## src/rtl/audio_codec_rx_stereo_if.sv

```systemverilog
// Sample stream leaving the ADC receiver.
//   out_data  : N-bit sample, MSB-aligned as received
//   out_chan  : 0 = left, 1 = right
//   out_valid : a head word is available
//   out_ready : consumer takes the head word when out_valid & out_ready
// master = the receiver (producer), slave = the consumer.
interface audio_codec_rx_stereo_if #(
  parameter int N = 16
);
  logic [N-1:0] out_data;
  logic         out_chan;
  logic         out_valid;
  logic         out_ready;

  modport master (output out_data, output out_chan, output out_valid, input out_ready);
  modport slave  (input out_data, input out_chan, input out_valid, output out_ready);
endinterface

```

## src/rtl/audio_codec_rx_stereo.sv

```systemverilog
// Serial ADC receiver for the audio CODEC.
// Deserialises left/right samples from ADCDAT in left-justified (I2S_MODE=0)
// or I2S (I2S_MODE=1) framing, tags each word with its channel and queues it
// in a small first-word-fall-through FIFO for a valid/ready consumer.
//   bclk, rst      : bit clock (posedge), synchronous active-high reset
//   i_adclrc       : L/R clock, high = left slot, low = right slot
//   i_adcdat       : serial data, MSB first
//   i_clr_flags    : clears the sticky flags (a same-cycle set wins)
//   o_strm         : sample stream (master side of audio_codec_rx_stereo_if)
//   o_fill         : FIFO occupancy, 0..DEPTH
//   o_overflow     : sticky, a completed word was dropped on a full FIFO
//   o_short_frame  : sticky, an LRC edge cut a word short
module audio_codec_rx_stereo #(
  parameter int N        = 16,
  parameter int DEPTH    = 4,
  parameter int I2S_MODE = 0
) (
  input  logic                       bclk,
  input  logic                       rst,
  input  logic                       i_adclrc,
  input  logic                       i_adcdat,
  input  logic                       i_clr_flags,
  audio_codec_rx_stereo_if.master    o_strm,
  output logic [$clog2(DEPTH):0]     o_fill,
  output logic                       o_overflow,
  output logic                       o_short_frame
);
  localparam int IW = $clog2(DEPTH);
  localparam int AW = IW + 1;
  localparam int CW = $clog2(N + 1);
  localparam logic [CW-1:0] LAST = CW'(N - 1);

  localparam logic [1:0] S_IDLE  = 2'd0;
  localparam logic [1:0] S_SKIP  = 2'd1;
  localparam logic [1:0] S_SHIFT = 2'd2;
  localparam logic [1:0] S_PUSH  = 2'd3;

  logic          r_lrc_q;
  logic [1:0]    r_state;
  logic [CW-1:0] r_cnt;
  logic [N-1:0]  r_shreg;
  logic          r_chan;
  logic [N:0]    r_mem [DEPTH];
  logic [AW-1:0] r_wptr, r_rptr;
  logic          r_ovf, r_short;

  logic          w_edge, w_push, w_valid, w_full, w_pop, w_wr;
  logic          w_ovf_set, w_short_set;
  logic [AW-1:0] w_fill;

  assign w_edge      = i_adclrc ^ r_lrc_q;
  assign w_push      = (r_state == S_PUSH);
  assign w_fill      = r_wptr - r_rptr;
  assign w_valid     = (w_fill != '0);
  assign w_full      = (w_fill == AW'(DEPTH));
  assign w_pop       = w_valid & o_strm.out_ready;
  // A pop frees the slot in the same cycle, so a full FIFO still accepts.
  assign w_wr        = w_push & (~w_full | w_pop);
  assign w_ovf_set   = w_push & w_full & ~w_pop;
  assign w_short_set = w_edge & ((r_state == S_SKIP) | (r_state == S_SHIFT));

  // Capture FSM. An edge always restarts capture for the new channel,
  // whatever the state: a partial word is dropped, a pending PUSH still
  // completes because the FIFO write keys off the current state.
  always_ff @(posedge bclk) begin
    if (rst) begin
      r_lrc_q <= 1'b0;
      r_state <= S_IDLE;
      r_cnt   <= '0;
      r_shreg <= '0;
      r_chan  <= 1'b0;
    end else begin
      r_lrc_q <= i_adclrc;
      if (w_edge) begin
        r_chan <= ~i_adclrc;
        if (I2S_MODE != 0) begin
          r_state <= S_SKIP;
          r_cnt   <= '0;
          r_shreg <= '0;
        end else begin
          r_state <= S_SHIFT;
          r_cnt   <= CW'(1);
          r_shreg <= {{(N-1){1'b0}}, i_adcdat};
        end
      end else begin
        case (r_state)
          S_SKIP: begin
            r_state <= S_SHIFT;
            r_cnt   <= CW'(1);
            r_shreg <= {{(N-1){1'b0}}, i_adcdat};
          end
          S_SHIFT: begin
            // Shifting left leaves the first bit at N-1 after N samples.
            r_shreg <= {r_shreg[N-2:0], i_adcdat};
            r_cnt   <= r_cnt + 1'b1;
            if (r_cnt == LAST) r_state <= S_PUSH;
          end
          S_PUSH:  r_state <= S_IDLE;
          default: r_state <= S_IDLE;
        endcase
      end
    end
  end

  always_ff @(posedge bclk) begin
    if (w_wr) r_mem[r_wptr[IW-1:0]] <= {r_chan, r_shreg};
  end

  always_ff @(posedge bclk) begin
    if (rst) begin
      r_wptr  <= '0;
      r_rptr  <= '0;
      r_ovf   <= 1'b0;
      r_short <= 1'b0;
    end else begin
      if (w_wr)  r_wptr <= r_wptr + 1'b1;
      if (w_pop) r_rptr <= r_rptr + 1'b1;
      if (w_ovf_set)        r_ovf <= 1'b1;
      else if (i_clr_flags) r_ovf <= 1'b0;
      if (w_short_set)      r_short <= 1'b1;
      else if (i_clr_flags) r_short <= 1'b0;
    end
  end

  assign o_strm.out_data  = r_mem[r_rptr[IW-1:0]][N-1:0];
  assign o_strm.out_chan  = r_mem[r_rptr[IW-1:0]][N];
  assign o_strm.out_valid = w_valid;
  assign o_fill           = w_fill;
  assign o_overflow       = r_ovf;
  assign o_short_frame    = r_short;
endmodule
```

## src/flat_wrapper.sv

```systemverilog
// flat-port wrapper written by rule: the top's interface ports become plain ports
module audio_codec_rx_stereo_flat 
#(
  parameter int N        = 16,
  parameter int DEPTH    = 4,
  parameter int I2S_MODE = 0
)
  (bclk, rst, i_adclrc, i_adcdat, i_clr_flags, o_fill, o_overflow, o_short_frame, o_strm_out_data, o_strm_out_chan, o_strm_out_valid, o_strm_out_ready);
  audio_codec_rx_stereo_if #(.N(N)) o_strm_i ();
  input  logic bclk;
  input  logic rst;
  input  logic i_adclrc;
  input  logic i_adcdat;
  input  logic i_clr_flags;
  output logic [$clog2(DEPTH):0] o_fill;
  output logic o_overflow;
  output logic o_short_frame;
  output wire logic [$bits(o_strm_i.out_data)-1:0] o_strm_out_data;
  output wire logic [$bits(o_strm_i.out_chan)-1:0] o_strm_out_chan;
  output wire logic [$bits(o_strm_i.out_valid)-1:0] o_strm_out_valid;
  input wire logic [$bits(o_strm_i.out_ready)-1:0] o_strm_out_ready;
  assign o_strm_out_data = o_strm_i.out_data;
  assign o_strm_out_chan = o_strm_i.out_chan;
  assign o_strm_out_valid = o_strm_i.out_valid;
  assign o_strm_i.out_ready = o_strm_out_ready;
  audio_codec_rx_stereo #(.N(N), .DEPTH(DEPTH), .I2S_MODE(I2S_MODE)) u_core (.bclk(bclk), .rst(rst), .i_adclrc(i_adclrc), .i_adcdat(i_adcdat), .i_clr_flags(i_clr_flags), .o_strm(o_strm_i), .o_fill(o_fill), .o_overflow(o_overflow), .o_short_frame(o_short_frame));
endmodule
```

## config.mk

```make
export PLATFORM = sky130hd
export DESIGN_NAME = audio_codec_rx_stereo_flat
export DESIGN_NICKNAME = d
export VERILOG_FILES = /design/src/rtl/audio_codec_rx_stereo_if.sv /design/src/rtl/audio_codec_rx_stereo.sv /design/src/flat_wrapper.sv
export SDC_FILE = /design/constraint.sdc
export NUM_CORES = 1
export LEC_CHECK = 0
export BUFFER_PORTS_ARGS = -buffer_cell sky130_fd_sc_hd__buf_2
export CAP_MARGIN = 0
export CORE_UTILIZATION = 41
export CTS_BUF_LIST = sky130_fd_sc_hd__clkbuf_16
export DETAILED_ROUTE_END_ITERATION = 16
export PLACE_DENSITY_LB_ADDON = 0.25
export SYNTH_ARGS = -nofsm -noshare
export SYNTH_HDL_FRONTEND = slang
export SYNTH_SLANG_ARGS = --single-unit
```

## constraint.sdc

```tcl
create_clock -name bclk -period 3 [get_ports bclk]
set_input_delay 0.45 -clock bclk [delete_from_list [all_inputs] [get_ports bclk]]
set_output_delay 0.45 -clock bclk [all_outputs]
set_load 0.01 [all_outputs]
```

==> impl_metrics.tcl <==
set metrics [dict create \
    dp_hpwl_um 4207 \
    power.total_mw 3.343 \
    antenna_left 0 \
    max-slew-margin-rel_pct 37.09 \
    setup_tns_ns 0 \
    antenna_found_initial 0 \
    critPathBufInv 1 \
    synth_edf_count 68 \
    status "completed" \
    cts_tree "built" \
    cpMaxStageDelayCell "and2_1" \
    yosysMostFrequentCell "edfxtp_1" \
    die_h_um 100.7 \
    post-cts-setup-buffers 0 \
    ys_seq_elements 103 \
    syn_avg_cell_area_um2 15.01 \
    avgViaCountPerCell 4.944 \
    dieArea_mm2 0.01014 \
    grt_max_degree 21 \
    first_global_vias 2043 \
    drt_iter0_drc 70 \
    drc 0 \
    root_buffer "clkbuf_16" \
    cp_data_arrival_time_ns 2.74 \
    clock_path_buffers 2 \
    worst_pin_slew_ns 0.9436 \
    worstPathRequired_ns 2.97 \
    syn-num-nets 283 \
    hold_end "u_core.r_shreg[0]$_SDFFE_PP0P_" \
    io_buffer_count 28 \
    synth_top_area_share_pct 51.13 \
    clk-insertion-delay-late_ns 0.35 \
    netlist.top_cell.by_area "edfxtp_1" \
    whs_path_depth 3 \
    worstReg2RegEnd "u_core.r_mem[0][8]$_DFFE_PP_" \
    area_growth_pct 15.73 \
    grt-ovfl-total 0 \
    reg2reg_depth 7 \
    fmax_mhz 361.1 \
    min_period_ns 2.769 \
    nets 314 \
    finClkSkew_ns 0.006402 \
    numCtsBuffers 9 \
    cts.sinks 103 \
    drive_gt1_share_pct 24.17 \
    setup_ws_ns 0.2307 \
    ys_types 32 \
    die_w_um 100.7 \
    synth-async-reset-ratio_pct 0 \
    leakage_nw 1.649 \
    place_congestion 0.7338 \
    holdCritStartpoint "i_adcdat" \
    std_cell_rows 35 \
    ys_seq_area_share_pct 68.67 \
    io_pins 29 \
    synth_area_leaders "edfxtp_1, dfxtp_1, mux4_2" \
    critPathMaxFanout 17 \
    drv_slew 0 \
    core_area_mm2 0.009328 \
    hold_path.class "primary input to flip-flop" \
    start_util_pct 42.82 \
    drtPass1Iterations 4 \
    wl_per_cell_um 15.85 \
    cts-hold-fix-buffers 0 \
    critical-path-top-delay-family "simple AND/OR/NAND/NOR gates" \
    netlist_instances 266 \
    vdd_drop_max_uv 482.2 \
    path_cells "inv_1, ha_1, fa_1, xnor3_2, nor3_2, nor2b_1, and2_1" \
    synth_warnings 0 \
    antennaDiodeCount 0 \
    finalSetupViolations 0 \
    synth_common_cells "edfxtp_1, nor2_1, dfxtp_1, mux4_2" \
    vias 2131 \
    timing.final.crit_share_pct 92.31 \
    grt_first_pass_wirelength_um 11010 \
    totalWireLength_um 6831 \
    max_cap_violations 0 \
    cts.htree.levels 3 \
    cpPeakStageDelay_ns 0.76 \
    place_ws_ns 0.1985 \
    synth_ff_type "edfxtp_1" \
    worstSetupEndpointType "flip-flop" \
    rrSetupSlack_ns 0.23 \
    hold_viol 0 \
    rsz0062_at_grt "false" \
    clkTransAtPathRegs_ns 0.07 \
    netlist_area_mm2 0.003994 \
    reg2reg_from "u_core.r_wptr[0]$_SDFFE_PP0P_" \
    crit_type "flip-flop to flip-flop" \
    start_kind "flip-flop" \
    cellPowerDensity_mw_per_mm2 723.4 \
    gr-usage-all-layers_pct 15.12 \
    cts-resized-gates 0 \
]
## state kept, by name, summed over array words and instances, names as in the netlist, named ones only
signal and cells:
u_core.r_mem 68, u_core.r_shreg 16, u_core.r_cnt 5, u_core.r_rptr 3
u_core.r_wptr 3, u_core.r_state 2, u_core.o_overflow 1, u_core.o_short_frame 1
u_core.r_chan 1, u_core.r_lrc_q 1
## per-stage QoR
step	hold WS, ns	instances	util (%)	area, um^2
floorplan	0.4481	266	-	3994
global placement	0.4700	415	45.90	4282
detailed placement	0.4721	415	45.90	4282
CTS	0.3570	431	49.55	4622
global route	0.3777	431	49.55	4622
finish	0.3644	431	49.55	4622
## worst max path at each step
stage / from / end / slack (ns) / cells after the start
floorplan: u_core.r_wptr[0]$_SDFFE_PP0P_ / u_core.r_mem[3][0]$_DFFE_PP_ / 0.47 / 6
global placement: u_core.r_wptr[0]$_SDFFE_PP0P_ / u_core.r_mem[1][4]$_DFFE_PP_ / 0.25 / 7
detailed placement: u_core.r_wptr[0]$_SDFFE_PP0P_ / u_core.r_mem[1][4]$_DFFE_PP_ / 0.20 / 7
CTS: u_core.r_wptr[0]$_SDFFE_PP0P_ / u_core.r_mem[0][7]$_DFFE_PP_ / 0.19 / 7
global route: u_core.r_wptr[0]$_SDFFE_PP0P_ / u_core.r_mem[1][2]$_DFFE_PP_ / 0.02 / 7
finish: u_core.r_wptr[0]$_SDFFE_PP0P_ / u_core.r_mem[0][8]$_DFFE_PP_ / 0.23 / 7
## power breakdown
part,total (mW),switching (mW),internal (mW)
clock network,1.30,0.545,0.751
logic,0.516,0.283,0.233
registers,1.53,0.0160,1.52
## layout make-up
cell class | count | area (um^2)
Inverter | 10 | 37.54
Sequential cell | 103 | 2743
Fill cell | 818 | 4706
Timing Repair Buffer | 33 | 177.7
Clock inverter | 7 | 115.1
Tap cell | 129 | 161.4
Clock buffer | 9 | 225.2
Multi-Input combinational cell | 140 | 1162
## worst reg2reg max path, cell delays in order (launching register included)
cell     delay (ns)
dfxtp_1        0.36
inv_1          0.11
ha_1           0.21
fa_1           0.41
xnor3_2        0.32
nor3_2         0.08
nor2b_1        0.15
and2_1         0.76
## layout by cell type (no fill, tap or decap), types with 2 or more instances in the layout
cell,instances
a21oi_1,12
a22oi_1,13
and2_1,3
buf_2,28
buf_4,5
bufinv_16,2
clkbuf_16,9
dfxtp_1,35
edfxtp_1,68
ha_1,10
inv_1,9
inv_8,2
mux2_2,3
mux2i_1,2
mux4_2,17
nand2_1,13
nand2b_1,2
nand3_1,3
nor2_1,42
nor2b_1,2
o21ai_0,3
xnor2_1,3
xor2_1,2
## layer usage
| layer | vias up | global-route usage, % | wire length (um) |
|---|---|---|---|
| met5 | - | 0 | 0 |
| met3 | 11 | 3.883 | 169 |
| met4 | 0 | 7.692 | 153 |
| met2 | 31 | 23.34 | 3266 |
| li1 | 1040 | - | - |
| met1 | 1049 | 19.87 | 3242 |
## cell families (layout without fill, tap and decap cells)
kind of cell,Yosys count,count (layout),synth area share (%)
muxes,22,22,10.93
xor gates and xnor gates,6,6,1.692
and+or+nand+nor,69,69,7.393
buffers and inverters,23,59,2.224
AOI/OAI and AO/OA,32,32,5.451
adders and majority gates,11,11,3.634
DFF,103,103,68.67
(Power assumes the default switching activity.)
